[src/rtl/tick_scheduler.sv]
`default_nettype none
// ============================================================================
// tick_scheduler -- pixel/ms/physics/scroll strobes with IDLE/RUN/PAUSE/STEP control (option: TICK_SCHED_SPEEDUP_EN)
// Revision 1.0
// ============================================================================
module tick_scheduler #(
    parameter int CLK_HZ        = 100_000_000,
    parameter int PHYS_MS       = 10,
    parameter int SCROLL_MS     = 20,
    parameter int MIN_SCROLL_MS = 8
) (
    input  logic       clk,
    input  logic       rst_n,
    input  logic       cmd_start,
    input  logic       cmd_pause,
    input  logic       cmd_step,
    input  logic       cmd_stop,
    output logic       pix_en,
    output logic       ms_tick,
    output logic       phys_tick,
    output logic       scroll_tick,
    output logic [1:0] state,
    output logic [7:0] scroll_period
);

    localparam int                DIV         = CLK_HZ / 1000;
    localparam int                PRE_W       = (DIV > 1) ? $clog2(DIV) : 1;
    localparam logic [PRE_W-1:0]  PRE_LAST    = PRE_W'(DIV - 1);
    localparam logic [7:0]        PHYS_LAST   = 8'(PHYS_MS - 1);
    localparam logic [7:0]        SCROLL_INIT = 8'(SCROLL_MS);

    if ((CLK_HZ % 1000) != 0 || CLK_HZ < 1000 || PHYS_MS < 1 || PHYS_MS > 255 ||
        SCROLL_MS < 1 || SCROLL_MS > 255 || MIN_SCROLL_MS < 1 ||
        MIN_SCROLL_MS > SCROLL_MS) begin : g_bad_params
        $error("tick_scheduler: illegal parameter set");
    end

    typedef enum logic [1:0] {
        IDLE  = 2'd0,
        RUN   = 2'd1,
        PAUSE = 2'd2,
        STEP  = 2'd3
    } state_t;

    state_t           state_q;
    state_t           state_d;
    logic [1:0]       pix_cnt;
    logic [PRE_W-1:0] pre_cnt;
    logic [7:0]       phys_cnt;
    logic [7:0]       scroll_cnt;
    logic [7:0]       period_q;
    logic             phys_tick_q;
    logic             scroll_tick_q;
    logic             start_run;
    logic             phys_adv;
    logic             scroll_adv;
    logic             phys_wrap;
    logic             scroll_wrap;

    assign pix_en        = (pix_cnt == 2'd3);
    assign ms_tick       = (pre_cnt == PRE_LAST);
    assign phys_tick     = phys_tick_q;
    assign scroll_tick   = scroll_tick_q;
    assign state         = state_q;
    assign scroll_period = period_q;

    assign start_run   = (state_q == IDLE) && (state_d == RUN);
    assign phys_adv    = ms_tick && ((state_q == RUN) || (state_q == STEP));
    assign scroll_adv  = ms_tick && (state_q == RUN);
    assign phys_wrap   = (phys_cnt >= PHYS_LAST);
    // >= keeps the wrap safe if the period shrinks below a held count
    assign scroll_wrap = (scroll_cnt >= (period_q - 8'd1));

    always_comb begin
        state_d = state_q;
        if (cmd_stop) begin
            state_d = IDLE;
        end else begin
            case (state_q)
                IDLE:    if (cmd_start) state_d = RUN;
                RUN:     if (cmd_pause) state_d = PAUSE;
                PAUSE: begin
                    if (cmd_start)     state_d = RUN;
                    else if (cmd_step) state_d = STEP;
                end
                STEP:    if (phys_tick_q) state_d = PAUSE;
                default: state_d = IDLE;
            endcase
        end
    end

    always_ff @(posedge clk) begin
        if (!rst_n) begin
            state_q       <= IDLE;
            pix_cnt       <= '0;
            pre_cnt       <= '0;
            phys_cnt      <= '0;
            scroll_cnt    <= '0;
            phys_tick_q   <= 1'b0;
            scroll_tick_q <= 1'b0;
        end else begin
            state_q <= state_d;
            pix_cnt <= pix_cnt + 2'd1;
            pre_cnt <= ms_tick ? '0 : pre_cnt + 1'b1;
            if (start_run) begin
                phys_cnt   <= '0;
                scroll_cnt <= '0;
            end else begin
                if (phys_adv)   phys_cnt   <= phys_wrap   ? 8'd0 : phys_cnt + 8'd1;
                if (scroll_adv) scroll_cnt <= scroll_wrap ? 8'd0 : scroll_cnt + 8'd1;
            end
            // ticks earned on the stop edge are dropped so IDLE stays quiet
            phys_tick_q   <= phys_adv && phys_wrap && !cmd_stop;
            scroll_tick_q <= scroll_adv && scroll_wrap && !cmd_stop;
        end
    end

`ifdef TICK_SCHED_SPEEDUP_EN
    localparam logic [7:0] MIN_PERIOD = 8'(MIN_SCROLL_MS);
    logic [3:0] speed_cnt;

    always_ff @(posedge clk) begin
        if (!rst_n) begin
            speed_cnt <= '0;
            period_q  <= SCROLL_INIT;
        end else if (start_run) begin
            speed_cnt <= '0;
            period_q  <= SCROLL_INIT;
        end else if (scroll_tick_q) begin
            speed_cnt <= speed_cnt + 4'd1;
            if (speed_cnt == 4'hF && period_q > MIN_PERIOD)
                period_q <= period_q - 8'd1;
        end
    end
`else
    assign period_q = SCROLL_INIT;
`endif

endmodule
`default_nettype wire
[config.mk]
export PLATFORM = sky130hd
export DESIGN_NAME = tick_scheduler
export DESIGN_NICKNAME = d
export VERILOG_FILES = /design/src/rtl/tick_scheduler.sv
export SDC_FILE = /design/constraint.sdc
export NUM_CORES = 1
export LEC_CHECK = 0
export BUFFER_PORTS_ARGS = -buffer_cell sky130_fd_sc_hd__buf_2
export CORE_MARGIN = 2
export CORE_UTILIZATION = 39
export DETAILED_ROUTE_END_ITERATION = 12
export GPL_TIMING_DRIVEN = 0
export PLACE_DENSITY = 0.57
export SLEW_MARGIN = 20
export SYNTH_ARGS = -nofsm -noshare
export SYNTH_HDL_FRONTEND = slang
export SYNTH_SLANG_ARGS = --single-unit
export TNS_END_PERCENT = 10
[constraint.sdc]
create_clock -name clk -period 2.25 [get_ports clk]
set_clock_uncertainty 0.2 [all_clocks]
set_input_delay 0.225 -clock clk [delete_from_list [all_inputs] [get_ports clk]]
set_output_delay 0.225 -clock clk [all_outputs]
set_load 0.005 [all_outputs]
# Word-level counts from Yosys, hierarchy flattened
# Cells that the tools add are included.
dict set report totals {
  rom_bits 0
  ramBits 0
  wordCells 41
  ff_bits 39
  memories 0
  inputBits 6
  latchBits 0
}
dict set report classes {
  n_reduce_logical 12
  magnitude_cmp 2
  n_addsub 4
  n_mul 0
  div 0
  bitwise_logic 1
  muxes 9
  shift 0
  eq_ne 6
}
# cell n
set op_table {}
lappend op_table {{adder 17 x 1 -> 17 bit (second input constant)} 1}
lappend op_table {{equality test 17 bit (second input constant)} 1}
lappend op_table {{adder 8 x 1 -> 8 bit (second input constant)} 2}
lappend op_table {{2-to-1 mux 8 bit} 2}
lappend op_table {{2-to-1 mux 2 bit} 6}
lappend op_table {{>= comparator 8 x 4 -> 1 bit (second input constant)} 1}
lappend op_table {{>= comparator 8 x 5 -> 1 bit (second input constant)} 1}
lappend op_table {{one-hot mux 2 bit (4 select lines)} 1}
lappend op_table {{logical AND 1 bit} 7}
lappend op_table {{equality test 2 bit (second input constant)} 3}
lappend op_table {{equality test 2 x 1 -> 1 bit (second input constant)} 2}
lappend op_table {{OR reduction 2 bit} 2}
lappend op_table {{adder 2 x 1 -> 2 bit (second input constant)} 1}
lappend op_table {{logical NOT 2 bit} 1}
lappend op_table {{logical NOT 1 bit} 1}
lappend op_table {{logical OR 1 bit} 1}
lappend op_table {{NOT 1 bit} 1}

# Depth between registers and ports, before layout
# Gate-level depths: netlist of run 1.
dict set report logic_depth {
  depth_word 7
  depth_mapped 6
}

# Worst setup path before layout of run 1
# No wires, ideal clock.
dict set report synth_path {
  path_kind {register to register}
  from {register pre_cnt[13]}
  to {register scroll_cnt[0]}
  arrival_ns 1.964
  slack_ns 0.016
  setup_ns 0.070
  path_buffers 1
  path_stages_with_launch 6
  path_cell_list {dfxtp_1 > or4_4 > or3_4 > buf_6 > or4_1 > a21oi_1}
}
dict set report synth_between {
  elab_chain_cells 2
}
# element line
set synth_lines {}
lappend synth_lines {{start, declared} 48} ;# logic [PRE_W-1:0] pre_cnt;
lappend synth_lines {{start signal, assigned} 104} ;# pre_cnt <= ms_tick ? '0 : pre_cnt + 1'b1;
lappend synth_lines {{equality test 17 bit} 61} ;# assign ms_tick = (pre_cnt == PRE_LAST);
lappend synth_lines {{logical AND 1 bit} 69} ;# assign scroll_adv = ms_tick && (state_q == RUN);
lappend synth_lines {{end signal, assigned} 110} ;# if (scroll_adv) scroll_cnt <= scroll_wrap ? 8'd0 : scroll_cnt + 8'd1;
lappend synth_lines {{end, declared} 50} ;# logic [7:0] scroll_cnt;
# Every way passes these cells.
# A chain may end at the register's enable or synchronous reset.

# Worst setup path after layout of run 1
dict set report layout_path {
  from {register pre_cnt[5]}
  to {register scroll_cnt[0]}
}
# The elaborated chain is that of the path after synthesis.

==> flow_summary.json, run 1 <==
{
  "status": "finished, violations left",
  "io_pins": 20,
  "cp_data_arrival_time_ps": 2370,
  "clock-sinks": 39,
  "rrSetupSlack_ps": -90,
  "busiest_layer": "met2",
  "power_uw": 1465,
  "clockRootBuffer": "clkbuf_8",
  "endpoint_kind": "flip-flop",
  "powerDensity_mw_per_mm2": 617.8,
  "period_share_pct": 103.9,
  "final_util_pct": 49.87,
  "synth_async_sr_flop_share_pct": 0,
  "grt_max_degree": 13,
  "placed_cell_area_mm2": 0.002093,
  "cts_max_path_buffers": 2,
  "drt-total-wl_um": 4206,
  "wl_per_cell_um": 13.14,
  "cp_num_cells": 5,
  "cts_buffers": 5,
  "hp-class": "in2reg",
  "multiInputGateArea_mm2": 0.001096,
  "viasPerCell": 5.109,
  "path_clk_slew_ps": 70,
  "critPathKind": "reg2reg",
  "dpl.hpwl_um": 2890,
  "regToRegStartpoint": "pre_cnt[5]$_SDFF_PP0_",
  "nets": 264,
  "fmax_ghz": 0.4278,
  "grt_pass1_vias": 1473,
  "portBuffers": 11,
  "synth_warnings": 0,
  "cts_tree": "yes",
  "grt_overflow_total": 0,
  "coreArea_mm2": 0.004755,
  "gr-usage-all-layers_pct": 16.45,
  "slew_headroom_pct": 48.77,
  "worst-path-buf-inv": 1,
  "place_congestion": 0.8046,
  "syn_area_mm2": 0.001932,
  "start_kind": "flip-flop",
  "synth-seq-cells": 39,
  "ys_types": 43,
  "ant_nets": 0,
  "rr_endpoint": "scroll_cnt[0]$_SDFFE_PP0P_",
  "fin_cells": 320,
  "use_met1_pct": 21.15,
  "regArea_um2": 789.5,
  "num_rows": 25,
  "h-tree-depth": 2,
  "slew_violations": 0,
  "dp.cells": 304,
  "violations": "negative setup slack",
  "clk_latency_ps": 290,
  "die_h_um": 74.38,
  "diodes": 0,
  "synth_ff_type": "dfxtp_1",
  "worstSetupEndpoint": "scroll_cnt[0]$_SDFFE_PP0P_",
  "drc": 0,
  "synth_edf_count": 0,
  "worst_pin_slew_ps": 761.5,
  "met3_usage_pct": 4.065,
  "seq_area_frac_synth_pct": 40.41,
  "cp_max_fo": 5,
  "grt_pass1_wl_um": 6920,
  "dr.pass1.iters": 4,
  "max_stage_delay_ps": 570,
  "rr_worst_depth": 5,
  "hold_viol_final": 0,
  "die-area_mm2": 0.005532,
  "path_cells": "or4bb_4 > or3_4 > buf_8 > or4_4 > a21oi_2",
  "drive_gt1_share_pct": 22.92,
  "stdcell_area_mm2": 0.002371,
  "area_growth_pct": 22.73,
  "start_util_pct": 40.63,
  "grtUsageMet2_pct": 26.25,
  "drv_cap": 0,
  "hold_buffers": 0,
  "vias": 1635,
  "peakVddDrop_v": 0.0004005,
  "rsz0062_at_grt": "true",
  "fin_crit_ps": 2337,
  "crit_family": "simple AND/OR/NAND/NOR gates",
  "required_ps": 2280,
  "antenna_found_initial": 0,
  "fin_ws_ps": -87.45,
  "p_leak_uw": 0.0008340,
  "synthCells": 220,
  "cp-startpoint": "pre_cnt[5]$_SDFF_PP0_",
  "die_w_um": 74.38,
  "drt_iter0_markers": 75,
  "cpMaxStageDelayCell": "or4bb_4",
  "setup_viol": 9,
  "avgSynthCellArea_um2": 8.781,
  "nFillCells": 475
}
worst min-delay path, stage by stage:
cell	delay, ps
buf_2	90
inv_1	40
nand2_1	50
a21oi_1	50
layout make-up:
class | instances | area share (%)
buffer | 14 | 4.327
multi-input combinational | 164 | 46.23
sequential | 39 | 33.30
clock buffer | 6 | 3.061
clock inverter | 2 | 2.533
tap | 67 | 3.536
inverter | 9 | 1.425
timing repair buffer | 19 | 5.594
where the power goes:
part | switching [uW] | internal, uW | total, uW
registers | 7.29 | 697 | 705
logic | 36.3 | 34.2 | 70.5
clock network | 246 | 443 | 690
worst min path at each step:
| stage | depth (start not counted) | from | slack, ps | to |
|---|---|---|---|---|
| after floorplan | 1 | rst_n | 150 | pix_cnt[1]$_SDFF_PN0_ |
| after global placement | 1 | pix_cnt[0]$_SDFF_PN0_ | 210 | pix_cnt[0]$_SDFF_PN0_ |
| final | 4 | cmd_start | 10 | state[1]$_SDFF_PN0_ |
| after global routing | 3 | cmd_start | 70 | state[0]$_SDFF_PN0_ |
| after detailed placement | 1 | pix_cnt[0]$_SDFF_PN0_ | 210 | pix_cnt[0]$_SDFF_PN0_ |
| after CTS | 4 | cmd_start | 4 | state[1]$_SDFF_PN0_ |
metal layers:
layer  vias to the layer above  share of wire (%)
met5                         -                  0
met4                         0                2.5
li1                        854                  -
met2                        28                 46
met3                        12                3.0
met1                       741                 48
through the flow:
step           worst slack [ps]  TNS (ps)  hold slack (ps)
3_5_place_dp             -191.2     -3013            210.2
4_1_cts                  -77.83    -141.5            3.741
6_report                 -87.45    -193.0            13.71
3_3_place_gp             -179.8     -2753            212.2
2_1_floorplan             15.96         0            146.7
5_1_grt                  -132.0    -935.2            65.92
cell families (layout without fill, tap and decap cells):
| family | after synthesis | count (layout) | synth area share (%) |
|---|---|---|---|
| AO/OA/AOI/OAI | 40 | 40 | 14.38 |
| XOR/XNOR | 12 | 12 | 5.441 |
| adder cells (fa/ha/maj) | 6 | 6 | 3.886 |
| buffers and inverters | 23 | 50 | 6.476 |
| flip-flops | 39 | 39 | 40.41 |
| multiplexers | 1 | 1 | 0.5182 |
| other | 2 | 8 | 0.3887 |
| AND/OR/NAND/NOR | 97 | 97 | 28.50 |
repair_timing:
item,CTS,global route
gates resized for setup,8,12
hold endpoints to repair,0,0
buffers inserted,1,6
cloned,0,1
setup endpoints to repair,24,32
pin swaps,1,11
registers in the layout, indices dropped and copies added, names as in the netlist:
register and flops:
phys_tick 1, pix_cnt 2, phys_cnt 8, scroll_cnt 8, scroll_tick 1, state 2, pre_cnt 17
cell usage after synthesis (2+ instances only):
cell	n	area [um2]
conb_1	2	7.510
nor3_1	10	50.05
and2_1	3	18.77
o21ai_0	6	30.03
inv_1	9	33.78
clkbuf_1	4	15.01
nand4b_1	4	35.03
nand4_1	10	62.56
o31ai_1	6	45.04
nand3b_1	3	22.52
dfxtp_1	39	780.8
a21oi_1	16	80.08
or4_1	4	30.03
nor4_1	5	31.28
and4_1	2	17.52
a31oi_1	3	18.77
nor2_1	21	78.83
and3_1	4	25.02
a41oi_1	2	17.52
xnor2_1	9	78.83
nand2b_1	2	12.51
nand2_1	10	37.54
ha_1	6	75.07
or3_1	4	25.02
nand3_1	9	45.04
xor2_1	3	26.28
buf_4	8	60.06
cell usage in the layout, fill, tap and decap left out, types with 4 or more instances in the layout:
| cell type | instances |
|---|---|
| dfxtp_2 | 4 |
| nand2_1 | 10 |
| dfxtp_1 | 34 |
| conb_1 | 8 |
| buf_4 | 15 |
| o31ai_1 | 6 |
| nor4_1 | 4 |
| or3_1 | 4 |
| buf_2 | 11 |
| nand4b_1 | 4 |
| nand4_1 | 10 |
| clkbuf_1 | 4 |
| o21ai_0 | 6 |
| nor3_1 | 9 |
| nor2_1 | 20 |
| inv_1 | 9 |
| nand3_1 | 9 |
| xnor2_1 | 9 |
| ha_1 | 5 |
| clkbuf_8 | 5 |
| and3_1 | 4 |
| a21oi_1 | 14 |
Power figures use the tool's default switching activity.
==> run 2, diff against run 1 <==
Settings changed: ABC_AREA set to 1.
==> flow_summary.json, run 2 <==
{
  "coreArea_mm2": 0.005107,
  "num_rows": 26,
  "max_flop_register": "pre_cnt",
  "synth_top_cell_by_area": "dfxtp_1",
  "endpoint_kind": "output port",
  "critPathKind": "reg2out",
  "ctsResizeCount": 0,
  "area_growth_pct": 12.45,
  "cts_max_path_buffers": 2,
  "cp_data_arrival_time_ps": 1660,
  "die-area_mm2": 0.005878,
  "dr.pass1.iters": 4,
  "synth.most_common_cell": "nand2_1",
  "ys_types": 32,
  "clockRootBuffer": "clkbuf_8",
  "rsz0062_at_grt": "false",
  "vias": 1749,
  "ant_nets": 0,
  "hp-class": "in2reg",
  "fin_cells": 386,
  "regToRegStartpoint": "pre_cnt[0]$_SDFF_PP0_",
  "hold_viol_final": 0,
  "nFillCells": 519,
  "met2_length_um": 1712,
  "seqPwrFrac_pct": 57.1,
  "clkPwrFrac_pct": 37.4,
  "avgSynthCellArea_um2": 7.102,
  "gr-usage-all-layers_pct": 15.23,
  "h-tree-depth": 2,
  "drt-total-wl_um": 4015,
  "rr_endpoint": "pre_cnt[7]$_SDFF_PP0_",
  "p_leak_uw": 0.0009535,
  "fin_crit_ps": 2085,
  "drt_iter0_markers": 125,
  "rrSetupSlack_ps": 390,
  "hold_start": "rst_n",
  "met1Wirelength_um": 2076,
  "final_common_cell": "nand2_1",
  "cp_max_fo": 7,
  "synth_top_area_share_pct": 37.91,
  "die_h_um": 76.67,
  "diodes": 0,
  "syn_area_mm2": 0.002059,
  "start_util_pct": 40.32,
  "powerDensity_mw_per_mm2": 532.0,
  "drc": 0,
  "place_congestion": 0.7894,
  "period_share_pct": 92.68,
  "netSwitchingPower_uw": 287.1,
  "clock-sinks": 39,
  "synth_ff_type": "dfxtp_1",
  "worst_pin_slew_ps": 500.8,
  "top_regs": "pre_cnt (17), phys_cnt (8), scroll_cnt (8)",
  "drv_cap": 0,
  "dp.cells": 377,
  "slew_violations": 0,
  "peakVddDrop_v": 0.0003194,
  "grt_max_degree": 12,
  "die_w_um": 76.67,
  "cts_tree": "yes",
  "portBuffers": 11,
  "setup_viol": 0,
  "grt_overflow_total": 0,
  "status": "completed",
  "synth_area_leaders": "dfxtp_1 (38%), nand2_1 (10%), nor2_1 (9.7%)",
  "wl_per_cell_um": 10.40,
  "dpl.hpwl_um": 3012,
  "grt_pass1_wl_um": 7224,
  "cts_buffers": 5,
  "synth_async_sr_flop_share_pct": 0,
  "fmax_ghz": 0.4795,
  "viasPerCell": 4.531,
  "nets": 327,
  "synth-seq-cells": 39,
  "required_ps": 1820,
  "p_comb_share_pct": 5.5,
  "intPower_uw": 944.9,
  "cp-startpoint": "pre_cnt[0]$_SDFF_PP0_",
  "start_kind": "flip-flop",
  "path_clk_slew_ps": 70,
  "top_layer_used": "met4",
  "clk_latency_ps": 290,
  "largest_register_ffs": 17,
  "synth_warnings": 0,
  "holdPathStages": 3,
  "final_cell_mix": "nand2_1 (55), nor2_1 (53), dfxtp_1 (39), inv_1 (37), nand3_1 (15)",
  "synthCells": 290,
  "netSwitchingFraction_pct": 23.30,
  "wl_met3_um": 150,
  "min_to": "pix_cnt[1]$_SDFF_PN0_",
  "antenna_found_initial": 0,
  "seq_area_frac_synth_pct": 37.91,
  "drive_gt1_share_pct": 14.56,
  "io_pins": 20,
  "rr_worst_depth": 9,
  "slew_headroom_pct": 66.49,
  "synth_edf_count": 0,
  "synth_common_cells": "nand2_1 (55), nor2_1 (53), dfxtp_1 (39)",
  "setup_tns_ps": 0,
  "grt_pass1_vias": 1596
}
-- run 2: cell types whose count changed after synthesis, sizes merged, moves of 4 or more --
cell    change
nand2      +50
nor2       +37
inv        +30
nand3       +8
xnor2       -8
o31ai       -6
nor4        -5
or3         -5
or4         -5
a21oi       -4
nand4b      -4
-- run 2: cell families after synthesis --
logic type      Yosys count  share of synthesized area [%]
compound gates           22                          6.015
xor+xnor                  7                          2.977
fa+ha+maj                 6                          3.645
buf+inv                  51                          11.54
flops                    39                          37.91
other cells               2                         0.3647
simple gates            163                          37.55
-- run 2: repair_timing --
action                                  CTS  global route
endpoints found under the setup margin    0             0
hold buffers                              1             0
setup buffers                             0             0
endpoints found under the hold margin     1             0
-- run 2: cell type report --
cell class | instances | area [um2] | share of cell area, %
Multi-Input combinational cell | 206 | 1064 | 45.92
Sequential cell | 39 | 780.7 | 33.71
Inverter | 39 | 146.4 | 6.321
Buffer | 12 | 91.34 | 3.944
Tap cell | 70 | 87.58 | 3.782
Clock buffer | 7 | 76.32 | 3.296
Timing Repair Buffer | 12 | 65.06 | 2.809
Clock inverter | 1 | 5.005 | 0.2161
-- run 2: power groups by stage --
stage / Clock, uW / Sequential, uW / Combinational [uW]
finish: 460 / 704 / 67.8
global route: 502 / 705 / 79.8
CTS: 477 / 704 / 68.3
detailed placement: 0 / 720 / 66.5
global placement: 0 / 720 / 66.7
floorplan: 0 / 719 / 48.5
-- run 2: worst max-delay path by stage --
stage | end | slack [ps] | cells past startpoint
global route | ms_tick | 20 | 8
CTS | ms_tick | 130 | 8
global placement | pre_cnt[14]$_SDFF_PP0_ | 370 | 9
finish | ms_tick | 160 | 8
detailed placement | pre_cnt[8]$_SDFF_PP0_ | 370 | 9
floorplan | pre_cnt[7]$_SDFF_PP0_ | 610 | 9
-- run 2: routing by layer --
layer,track usage [%],vias to the layer above
met5,0,-
met3,3.529,5
met2,23.25,28
li1,-,952
met1,20.56,764
met4,6.545,0
-- run 2: worst max-delay path: stages, from the launching register on --
cell and delay (ps):
dfxtp_1 350, ha_1 190, nand2_2 110, inv_1 100, nand2_2 90, nor2_4 270
nand2_4 80, inv_1 70, buf_2 100
-- run 2: per-stage QoR --
step	hold slack [ps]	util (%)	power, uW	setup slack (ps)	area [um2]
CTS	1.083	45.35	1249	132.6	2316
detailed placement	216.9	43.56	786.8	374.0	2225
global placement	211.5	43.56	786.7	371.3	2225
finish	6.929	45.35	1232	164.6	2316
floorplan	118.5	-	767.9	608.9	2082
global route	45.11	45.35	1287	23.16	2316
